## config.mk

```make
export PLATFORM = sky130hd
export DESIGN_NAME = pc_flow_monitor
export DESIGN_NICKNAME = d
export VERILOG_FILES = /design/src/rtl/pc_mon_pkg.sv /design/src/rtl/pc_trace_buf.sv /design/src/rtl/pc_flow_monitor.sv
export SDC_FILE = /design/constraint.sdc
export NUM_CORES = 1
export LEC_CHECK = 0
export CAP_MARGIN = 20
export CORE_MARGIN = 2
export CORE_UTILIZATION = 60
export DETAILED_ROUTE_END_ITERATION = 8
export DONT_BUFFER_PORTS = 1
export HOLD_SLACK_MARGIN = 0.02
export PLACE_DENSITY = 0.87
export SLEW_MARGIN = 10
export SYNTH_ARGS = -nofsm -noshare
export SYNTH_HDL_FRONTEND = slang
export SYNTH_HIERARCHICAL = 1
export SYNTH_SLANG_ARGS = --single-unit
```

## constraint.sdc

```tcl
create_clock -name clk -period 10.1 [get_ports clk]
set_input_delay 2.02 -clock clk [delete_from_list [all_inputs] [get_ports clk]]
set_output_delay 2.02 -clock clk [all_outputs]
set_load 0.02 [all_outputs]
```

## src/rtl/pc_mon_pkg.sv

```systemverilog
`default_nettype none
// ============================================================================
//  Module   : pc_mon_pkg
//  Purpose  : Shared types and constants for the fetch-PC flow monitor.
//  Revision : 1.0
// ============================================================================
package pc_mon_pkg;

    typedef enum logic [1:0] {
        KIND_SEQ  = 2'd0,
        KIND_JUMP = 2'd1,
        KIND_ANOM = 2'd2
    } kind_e;

    typedef enum logic [1:0] {
        ST_IDLE = 2'd0,
        ST_RUN  = 2'd1,
        ST_DONE = 2'd2
    } state_e;

    localparam int unsigned PC_STEP = 4;

endpackage
`default_nettype wire

```

## src/rtl/pc_trace_buf.sv

```systemverilog
`default_nettype none
// ============================================================================
//  Module   : pc_trace_buf
//  Purpose  : Circular trace of non-sequential PC transitions, read oldest-first.
//  Revision : 1.0
// ============================================================================
module pc_trace_buf
    import pc_mon_pkg::*;
#(
    parameter int XLEN        = 32,
    parameter int TRACE_DEPTH = 8
) (
    input  logic                           clk,
    input  logic                           rst_n,
    input  logic                           clear,
    input  logic                           push,
    input  logic [XLEN-1:0]                push_from,
    input  logic [XLEN-1:0]                push_to,
    input  logic [1:0]                     push_kind,
    input  logic [$clog2(TRACE_DEPTH)-1:0] rd_idx,
    output logic [$clog2(TRACE_DEPTH):0]   cnt,
    output logic [XLEN-1:0]                rd_from,
    output logic [XLEN-1:0]                rd_to,
    output logic [1:0]                     rd_kind
);

    localparam int IDX_W = $clog2(TRACE_DEPTH);
    localparam logic [IDX_W:0] FULL = (IDX_W+1)'(TRACE_DEPTH);

    logic [XLEN-1:0]  from_mem [TRACE_DEPTH];
    logic [XLEN-1:0]  to_mem   [TRACE_DEPTH];
    logic [1:0]       kind_mem [TRACE_DEPTH];
    logic [IDX_W-1:0] wr_ptr;
    logic [IDX_W-1:0] rd_ptr;
    logic             rd_ok;

    always_ff @(posedge clk) begin
        if (!rst_n || clear) begin
            wr_ptr <= '0;
            cnt    <= '0;
        end else if (push) begin
            wr_ptr <= wr_ptr + 1'b1;
            if (cnt != FULL) begin
                cnt <= cnt + 1'b1;
            end
        end
    end

    always_ff @(posedge clk) begin
        if (push) begin
            from_mem[wr_ptr] <= push_from;
            to_mem[wr_ptr]   <= push_to;
            kind_mem[wr_ptr] <= push_kind;
        end
    end

    // Oldest entry sits cnt slots behind the write pointer; when full the
    // low bits of cnt are zero, so the oldest is the slot about to be overwritten.
    assign rd_ptr = wr_ptr - cnt[IDX_W-1:0] + rd_idx;
    assign rd_ok  = ({1'b0, rd_idx} < cnt);

    assign rd_from = rd_ok ? from_mem[rd_ptr] : '0;
    assign rd_to   = rd_ok ? to_mem[rd_ptr]   : '0;
    assign rd_kind = rd_ok ? kind_mem[rd_ptr] : '0;

endmodule
`default_nettype wire

```

## src/rtl/pc_flow_monitor.sv

```systemverilog
`default_nettype none
// ============================================================================
//  Module   : pc_flow_monitor
//  Purpose  : Classifies fetch-PC transitions, counts them and renders a verdict.
//  Revision : 1.0
// ============================================================================
module pc_flow_monitor
    import pc_mon_pkg::*;
#(
    parameter int XLEN        = 32,
    parameter int MAX_SAMPLES = 30,
    parameter int TRACE_DEPTH = 8,
    parameter int CNT_W       = 16
) (
    input  logic                           clk,
    input  logic                           rst_n,
    input  logic                           clear_i,
    input  logic                           pc_valid_i,
    input  logic [XLEN-1:0]                pc_i,
    input  logic                           redirect_i,
    input  logic [XLEN-1:0]                watch_pc_i,
    output logic [1:0]                     state_o,
    output logic                           done_o,
    output logic                           pass_o,
    output logic [CNT_W-1:0]               sample_cnt_o,
    output logic [CNT_W-1:0]               seq_cnt_o,
    output logic [CNT_W-1:0]               jump_cnt_o,
    output logic [CNT_W-1:0]               err_cnt_o,
    output logic [CNT_W-1:0]               watch_hits_o,
    output logic                           first_err_valid_o,
    output logic [XLEN-1:0]                first_err_prev_o,
    output logic [XLEN-1:0]                first_err_pc_o,
    output logic [$clog2(TRACE_DEPTH):0]   trace_cnt_o,
    input  logic [$clog2(TRACE_DEPTH)-1:0] trace_idx_i,
    output logic [XLEN-1:0]                trace_from_o,
    output logic [XLEN-1:0]                trace_to_o,
    output logic [1:0]                     trace_kind_o
);

    state_e          state, state_nxt;
    kind_e           kind;
    logic [XLEN-1:0] last_pc, nxt_pc;
    logic            restart, accept, classify, push, done_hit;
    logic [CNT_W-1:0] sample_inc;

    function automatic logic [CNT_W-1:0] sat_inc(input logic [CNT_W-1:0] v);
        return (v == '1) ? v : v + 1'b1;
    endfunction

    assign restart    = !rst_n || clear_i;
    assign accept     = pc_valid_i && (state != ST_DONE) && !restart;
    assign classify   = accept && (state == ST_RUN);
    assign push       = classify && (kind != KIND_SEQ);
    assign nxt_pc     = last_pc + XLEN'(PC_STEP);
    assign sample_inc = sat_inc(sample_cnt_o);
    assign done_hit   = (sample_inc == CNT_W'(MAX_SAMPLES));

    // A redirect always wins, even when its target happens to be last_pc+4.
    always_comb begin
        kind = KIND_ANOM;
        if (redirect_i) begin
            kind = KIND_JUMP;
        end else if (pc_i == nxt_pc) begin
            kind = KIND_SEQ;
        end
    end

    always_ff @(posedge clk) begin
        if (restart) begin
            state <= ST_IDLE;
        end else begin
            state <= state_nxt;
        end
    end

    always_comb begin
        state_nxt = state;
        case (state)
            ST_IDLE: if (accept) state_nxt = done_hit ? ST_DONE : ST_RUN;
            ST_RUN:  if (accept && done_hit) state_nxt = ST_DONE;
            ST_DONE: state_nxt = ST_DONE;
            default: state_nxt = ST_IDLE;
        endcase
    end

    always_ff @(posedge clk) begin
        if (restart) begin
            last_pc           <= '0;
            sample_cnt_o      <= '0;
            seq_cnt_o         <= '0;
            jump_cnt_o        <= '0;
            err_cnt_o         <= '0;
            watch_hits_o      <= '0;
            first_err_valid_o <= 1'b0;
            first_err_prev_o  <= '0;
            first_err_pc_o    <= '0;
        end else if (accept) begin
            last_pc      <= pc_i;
            sample_cnt_o <= sample_inc;
            if (pc_i == watch_pc_i) begin
                watch_hits_o <= sat_inc(watch_hits_o);
            end
            if (classify) begin
                case (kind)
                    KIND_SEQ:  seq_cnt_o  <= sat_inc(seq_cnt_o);
                    KIND_JUMP: jump_cnt_o <= sat_inc(jump_cnt_o);
                    default:   err_cnt_o  <= sat_inc(err_cnt_o);
                endcase
                if (kind == KIND_ANOM && !first_err_valid_o) begin
                    first_err_valid_o <= 1'b1;
                    first_err_prev_o  <= last_pc;
                    first_err_pc_o    <= pc_i;
                end
            end
        end
    end

    assign state_o = state;
    assign done_o  = (state == ST_DONE);
    assign pass_o  = done_o && (err_cnt_o == '0);

    pc_trace_buf #(
        .XLEN        (XLEN),
        .TRACE_DEPTH (TRACE_DEPTH)
    ) u_trace (
        .clk       (clk),
        .rst_n     (rst_n),
        .clear     (clear_i),
        .push      (push),
        .push_from (last_pc),
        .push_to   (pc_i),
        .push_kind (kind),
        .rd_idx    (trace_idx_i),
        .cnt       (trace_cnt_o),
        .rd_from   (trace_from_o),
        .rd_to     (trace_to_o),
        .rd_kind   (trace_kind_o)
    );

endmodule
`default_nettype wire

```

# Word level (Yosys, flattened, before mapping)
# Memories as Yosys holds them, arrays and structs flattened.
# Index checks and enable logic that the tools add are counted.
# op_classes
add_sub_neg,10
magnitude_cmp,1
eq_ne,16
muxes,12
bitwise_logic,5
n_reduce_logical,23
# ops
op,count
adder 16 x 1 -> 16 bit (second input constant),5
equality test 16 bit (second input constant),5
equality test 32 bit,2
2-to-1 mux 32 bit,2
adder 32 x 3 -> 32 bit (second input constant),1
equality test 16 x 5 -> 1 bit (second input constant),1
logical NOT 16 bit,1
2-to-1 mux 16 bit,1
2-to-1 mux 2 bit,6
AND reduction 4 bit,3
logical AND 1 bit,7
one-hot mux 2 bit (3 select lines),1
AND reduction 3 bit,2
inverter 1 bit,5
adder 4 x 1 -> 4 bit (second input constant),1
equality test 2 x 1 -> 1 bit (second input constant),2
equality test 2 bit (second input constant),2
logical NOT 2 bit,2
less-than comparator 3 x 4 -> 1 bit,1
inequality test 2 bit (second input constant),2
inequality test 4 bit (second input constant),1
AND reduction 2 bit,2
adder 3 x 1 -> 3 bit (second input constant),1
adder 3 bit,1
7 further kinds,10
# word_totals
regBits,186
ramBits,528
in_bits,72
output_inout_bits,219
word_cells,82
mem_count,3
# mem_list
memory,words,width,rd,rd_ports_with_merged_regs,write_ports,line,rtl
u_trace.from_mem,8,32,1,0,1,pc_trace_buf.sv:30,logic [XLEN-1:0] from_mem [TRACE_DEPTH];
u_trace.to_mem,8,32,1,0,1,pc_trace_buf.sv:31,logic [XLEN-1:0] to_mem [TRACE_DEPTH];
u_trace.kind_mem,8,2,1,0,1,pc_trace_buf.sv:32,logic [1:0] kind_mem [TRACE_DEPTH];

# Longest topological paths before layout
# Gate-level depths: netlist (run 1).
# depth
word_depth,8
depth_mapped,17

# By module
# Netlist (run 1), hierarchy kept.
# modules_own_cells
module,n_inst,cells_each,area_per_inst_um2,seq_area_each_um2
pc_trace_buf,1,909,20619.8,15995.3
pc_flow_monitor,1,1140,9023.7,3583.4

# Worst setup path before layout (run 1)
# OpenSTA, ideal clock, no wires.
# synth_timing
path_type,input to register
start,input port pc_i[24]
end,"memory u_trace.from_mem[0][0], enable pin"
arrival_time_ns,8.503
path_slack_ns,1.025
path_stages,14
n_path_buf,3
cell_sequence,xor2_1 -> a2111oi_0 -> o32a_1 -> mux2i_1 -> or4_4 -> nor4_4 -> nand2_2 -> buf_6 -> clkbuf_1 -> nor2_1 -> nor2_1 -> clkbuf_1 -> nand2b_1 -> nor3_1
# synth_via
elab_chain_len,7
# synth_rtl
element,line,rtl
"start, declared",pc_flow_monitor.sv:19,"input logic [XLEN-1:0] pc_i,"
equality test 32 bit,pc_flow_monitor.sv:63,end else if (pc_i == nxt_pc) begin
2-to-1 mux 2 bit,pc_flow_monitor.sv:63,
2-to-1 mux 2 bit,pc_flow_monitor.sv:61,if (redirect_i) begin
nonzero test 2 bit,pc_flow_monitor.sv:53,assign push = classify && (kind != KIND_SEQ);
logical AND 1 bit,pc_flow_monitor.sv:53,
via push,pc_flow_monitor.sv:43,"logic restart, accept, classify, push, done_hit;"
2-to-1 mux 1 bit,pc_trace_buf.sv:50,if (push) begin
2-to-1 mux 1 bit (not written as such),pc_trace_buf.sv:51,from_mem[wr_ptr] <= push_from;
"end, declared",pc_trace_buf.sv:30,
# The timed path passes the listed nets, and every way through them passes these cells.

# Final worst setup path (run 1)
# layout_timing
start,input port trace_idx_i[1]
end,output port trace_from_o[17]
# layout_via
elab_chain_len,3
word_cells_on_any_way,4
classes_between,1 x add/sub; 1 x order compare; 1 x mux; 1 x memory
# layout_rtl
element,line,rtl
"start, declared",pc_flow_monitor.sv:34,"input logic [$clog2(TRACE_DEPTH)-1:0] trace_idx_i,"
adder 3 bit,pc_trace_buf.sv:59,assign rd_ptr = wr_ptr - cnt[IDX_W-1:0] + rd_idx;
memory read (8 x 32 bit),--,
2-to-1 mux 32 bit *,pc_trace_buf.sv:62,assign rd_from = rd_ok ? from_mem[rd_ptr] : '0;
"end, declared",pc_flow_monitor.sv:35,"output logic [XLEN-1:0] trace_from_o,"
# Mark *: on every way between the ends. The rest lies on a longest branch, timed or not.

==> results of run 1 <==
[cells by family after synthesis]
logic type,share of synthesized area [%]
AOI/OAI and AO/OA,5.50
xor gates and xnor gates,3.49
adders and majority gates,0.895
buffers and inverters,2.33
DFF,66.0
muxes,12.8
and+or+nand+nor,8.94
[routing by layer]
| metal | GRT usage [%] | up-vias |
|---|---|---|
| met2 | 46.7 | 1269 |
| met4 | 15.1 | 2 |
| met3 | 10.6 | 211 |
| met5 | 0 | - |
| li1 | - | 7732 |
| met1 | 38.5 | 9126 |
[through the flow]
step                hold slack, ns  area, um2
detailed placement           0.553      30200
CTS                          0.561      32600
global placement             0.545      30200
floorplan                    0.519      29600
finish                       0.558      32600
global route                 0.574      32600
[sequential cells by signal, summed over array words and instances (netlist names), 2 cells and up]
signal / flops
u_trace/from_mem: 256
u_trace/to_mem: 256
first_err_pc_o: 32
first_err_prev_o: 32
last_pc: 32
err_cnt_o: 16
jump_cnt_o: 16
sample_cnt_o: 16
seq_cnt_o: 16
u_trace/kind_mem: 16
watch_hits_o: 16
u_trace/cnt: 4
u_trace/wr_ptr: 3
state_o: 2
[area by class of cell]
type,instances,area [um2],area share [%]
timing repair buffer,27,300,0.920
inverter,27,101,0.311
sequential,714,19600,60.0
clock inverter,42,393,1.20
tap,664,831,2.55
clock buffer,92,1950,5.97
multi-input combinational,1182,9490,29.1
[cells in the final DEF (no fill, tap or decap), drive strengths merged, types with 6 or more instances in the layout]
cell type    n
nor2b       13
nand3       46
xor2        41
nor2        82
nand2      246
ha          18
nor4        14
nand2b      15
dfxtp      186
or3          9
and3        15
and2         8
buf         27
o21ai       81
or4         16
o31ai       20
edfxtp     528
mux2i       82
inv         30
a31oi        6
and4        17
nor3        19
xnor2       77
a21oi      133
clkinv      31
clkbuf      92
nand4       39
mux4       132
[worst max-delay path, delay by kind of cell]
kind	cells	cell delay, ns
AO/OA/AOI/OAI	1	0.20
buffers and inverters	2	0.46
adder cells (fa/ha/maj)	2	2.01
multiplexers	2	0.72
[path summary, 6_finish.rpt]
kind	startpoint	cells past startpoint	slack (ns)	endpoint
setup / recovery	trace_idx_i[1]	7	2.55	trace_from_o[17]
hold / removal	first_err_pc_o[5]	2	0.56	first_err_pc_o[5]
setup reg to reg	last_pc[2]	14	3.87	u_trace/kind_mem[7][1]
hold reg to reg	first_err_pc_o[5]	2	0.56	first_err_pc_o[5]
[power by group through the flow]
| stage | Combinational (uW) | Sequential, uW | Clock [uW] |
|---|---|---|---|
| floorplan | 257 | 3220 | 0 |
| global placement | 308 | 3230 | 0 |
| detailed placement | 315 | 3230 | 0 |
| CTS | 318 | 3170 | 2670 |
| global route | 338 | 3170 | 2790 |
| finish | 321 | 3170 | 2660 |
==> impl_metrics.tcl, run 1 <==
set metrics [dict create \
    status "finished, final reports clean" \
    grt_setup_unrepaired "no" \
    root_buffer "clkbuf_16" \
    cp.arrival_ns 5.53 \
    fillers 3220 \
    synth_edf_count 528 \
    synth_flop_cell "edfxtp_1" \
    fin_crit_sh_pct 74.7 \
    met2RoutedLength_mm 36.6 \
    holdBufCountCts 0 \
    cts_tree "yes" \
    p_leak_uw 0.0105 \
    drc 0 \
    crit_chain "inv_1 -> fa_1 -> fa_4 -> buf_12 -> mux4_2 -> mux2i_1 -> a21oi_1" \
    grt_pass1_wl_mm 114 \
    die_w_um 226 \
    seqPwrFrac_pct 51.6 \
    drtIter0Drc 1971 \
    cap_violations 0 \
    row_count 81 \
    layout_setup_ws_ns 2.55 \
    clkPwrFrac_pct 43.2 \
    synth_top_area_cell "edfxtp_1" \
    finalClockSkew_ns 0.0358 \
    slowest_delay_ns 1.51 \
    grt_pass1_vias 18400 \
    gr-usage-all-layers_pct 30.3 \
    yosysSeqAreaShare_pct 66.0 \
    diodes 0 \
    p_int_uw 4780 \
    finish.utilization_pct 66.8 \
    total_power_uw 6140 \
    viasPerCell 6.67 \
    dp_slack_ns 2.62 \
    tns_ns 0 \
    syn2layout_area_growth_pct 10.1 \
    clk_pin_slew_ns 0.06 \
    grt-ovfl-total 0 \
    min_period_ns 7.55 \
    dieHeight_um 226 \
    slew_headroom_pct 24.5 \
    async_flop_share_pct 0 \
    worstPathMaxFanout 67 \
    syn_nets 2141 \
    drive_gt1_share_pct 14.1 \
    layout.nets 2116 \
    synth_most_common_cell "edfxtp_1" \
    dp_hpwl_mm 45.3 \
    routed.top_layer "met5" \
    numPortBuffers 0 \
    antenna_found_initial 1 \
    post_cts_resized 0 \
    start_util_pct 60.7 \
    fmax_mhz 133 \
    wl_met1_mm 27.5 \
    finalSetupViolations 0 \
    cts-buffers-inserted 72 \
    hold_viol 0 \
    synthDistinctLibCells 63 \
    totalWireLength_mm 77.9 \
    die_area_um2 51200 \
    yosysWarningCount 6 \
    syn_inst 2049 \
    cp_slowest_cell "fa_4" \
    dr_wl_met3_mm 10.3 \
    syn-cell-area_um2 29600 \
    tightest_slew_ns 1.13 \
    min_path_type "reg2reg" \
    combinationalPowerShare_pct 5.2 \
    worstSetupPathType "in2out" \
    fin_cells 2748 \
    critPathCaptureType "primary output" \
    synth_area_leaders "edfxtp_1, dfxtp_1, mux4_2" \
    slew_violations 0 \
    place.gp.congestion 0.841 \
    htreeDepth 3 \
    clock_sinks 714 \
    postSynthAreaPerCell_um2 14.5 \
    synth_top_area_share_pct 53.5 \
    worstSetupStartpointType "input port" \
    ys_ff_latch 714 \
    postCtsSetupRepairBufs 0 \
    ys_top_cells_by_count "edfxtp_1, nand2_1, dfxtp_1, a21oi_1, mux4_2" \
    p_per_area_nw_per_um2 188 \
    sw_frac_of_total_pct 22.2 \
    post_drt_wl_per_cell_um 28.3 \
    ioPinCount 291 \
    vias 18300 \
    placedCellCount 2611 \
    cts_buffer_depth 3 \
    antenna_left 0 \
    drtPass1Iterations 6 \
    core_area_um2 48800 \
    switchingPower_uw 1360 \
    worstSkewPairLatency_ns 0.62 \
    ir_drop_uv 145 \
    required_ns 8.08 \
    grt_max_degree 93 \
]
Power figures use the tool's default switching activity.
==> run 2: changes to the inputs <==
==> constraint.sdc (replaced) <==
create_clock -name clk -period 7.3 [get_ports clk]
set_input_delay 1.46 -clock clk [delete_from_list [all_inputs] [get_ports clk]]
set_output_delay 1.46 -clock clk [all_outputs]
set_load 0.02 [all_outputs]
==> impl_metrics.tcl, run 2 (synthesized netlist as in run 1, its figures left out) <==
set metrics [dict create \
    status "finished, final reports clean" \
    drtIter0Drc 2158 \
    timing.rr.end "u_trace/kind_mem[1][1]" \
    place.gp.congestion 0.898 \
    die_area_um2 51200 \
    ioPinCount 291 \
    worstPathMaxFanout 40 \
    r2r-start "last_pc[2]" \
    r2r.worst_path.cells 13 \
    drive_gt1_share_pct 14.5 \
    worstSkewPairLatency_ns 0.62 \
    numPortBuffers 0 \
    core_area_um2 48800 \
    fin_crit_sh_pct 82.7 \
    min_period_ns 6.04 \
    worstSetupPathType "reg2out" \
    layout.nets 2122 \
    antenna_left 0 \
    min_path_cells 2 \
    min_path_type "reg2reg" \
    fillers 3131 \
    multi_input_area_um2 9500 \
    reg_top3 "u_trace/from_mem x256, u_trace/to_mem x256" \
    p_per_area_nw_per_um2 264 \
    grt_pass1_wl_mm 113 \
    worstSetupStartpointType "register" \
    tns_ns 0 \
    layout_common_cells "edfxtp_1, nand2_1, dfxtp_1" \
    hold_viol 0 \
    drc 0 \
    r2r_setup_slack_ns 1.27 \
    die_w_um 226 \
    grt_max_degree 102 \
    diodes 0 \
    slew_violations 0 \
    clk_pin_slew_ns 0.06 \
    drtPass1Iterations 7 \
    cts_buffer_depth 3 \
    layout_commonest_cell "edfxtp_1" \
    antenna_found_initial 1 \
    critPathCaptureType "primary output" \
    gr-usage-all-layers_pct 30.1 \
    grt-ovfl-total 0 \
    row_count 81 \
    cts_tree "yes" \
    place_area_um2 30400 \
    ir_drop_uv 178 \
    cts-buffers-inserted 74 \
    totalWireLength_mm 76.0 \
    fmax_mhz 166 \
    dp_hpwl_mm 45.1 \
    post-route-cell-area_um2 32900 \
    htreeDepth 3 \
    dieHeight_um 226 \
    post_cts_resized 0 \
    grt_setup_unrepaired "no" \
    finalSetupViolations 0 \
    finalClockSkew_ns 0.0271 \
    slew_headroom_pct 25.2 \
    viasPerCell 6.59 \
    register_area_um2 19600 \
    hold_start "first_err_prev_o[12]" \
    required_ns 5.84 \
    start_util_pct 60.7 \
    post_drt_wl_per_cell_um 27.6 \
    cp.arrival_ns 4.58 \
    postCtsSetupRepairBufs 0 \
    clock_sinks 714 \
    cap_violations 0 \
    tightest_slew_ns 1.12 \
    grt_pass1_vias 18100 \
    syn2layout_area_growth_pct 11.0 \
    vias 18200 \
    p_leak_uw 0.0106 \
    holdBufCountCts 0 \
    root_buffer "clkbuf_16" \
    min_to "first_err_prev_o[12]" \
]
run 2: cell types whose count changed in the layout (fill, tap and decap cells not counted), sizes merged:
cell	delta
buf	+4
bufinv	+2
clkinvlp	+1
clkbuf	+8
clkinv	-7
run 2: critical path, stage by stage, from the launching register on:
cell	delay [ns]
dfxtp_1	0.60
inv_1	0.14
ha_1	0.30
inv_1	0.10
ha_4	0.13
inv_1	0.05
fa_4	1.31
buf_4	0.44
mux4_2	0.29
mux2i_1	0.10
a21oi_1	0.47
run 2: layer usage:
metal  vias up  share of wire, %  GRT usage, %
met5         -             0.017             0
met4         2               3.8          11.9
met3       199                13          10.0
met2      1226                49          48.7
met1      8970                35          37.8
li1       7755                 -             -
run 2: how the worst max path moves through the flow:
stage,start,to,slack (ns),cells past startpoint
floorplan,pc_i[24],u_trace/from_mem[1][0],0.55,14
global placement,trace_idx_i[1],trace_to_o[6],1.35,7
detailed placement,trace_idx_i[1],trace_to_o[11],1.31,7
CTS,u_trace/wr_ptr[0],trace_to_o[12],1.26,10
global route,last_pc[2],u_trace/kind_mem[3][0],1.13,13
finish,u_trace/wr_ptr[0],trace_to_o[7],1.26,10
run 2: layout make-up:
cell class	count	area share [%]
multi-input cells	1182	28.9
clock inverters	38	1.27
clock buffers	100	6.33
flip-flops and latches	714	59.5
repair buffers	31	1.19
well taps	664	2.53
inverters	27	0.308
run 2: per-stage QoR:
step	utilization [%]	power [uW]	setup slack [ns]	hold slack, ns	std cells
after floorplan	-	4810	0.555	0.519	2049
after global placement	62.2	4900	1.35	0.547	2617
after detailed placement	62.2	4910	1.31	0.554	2617
after CTS	67.3	8710	1.26	0.562	2755
after global routing	67.3	8890	1.13	0.571	2756
final	67.3	8670	1.26	0.558	2756
run 2: where the power goes:
part           total (uW)  internal (uW)  switching, uW
clock                3840           2270           1570
sequential           4380           4350           32.7
combinational         451            179            272
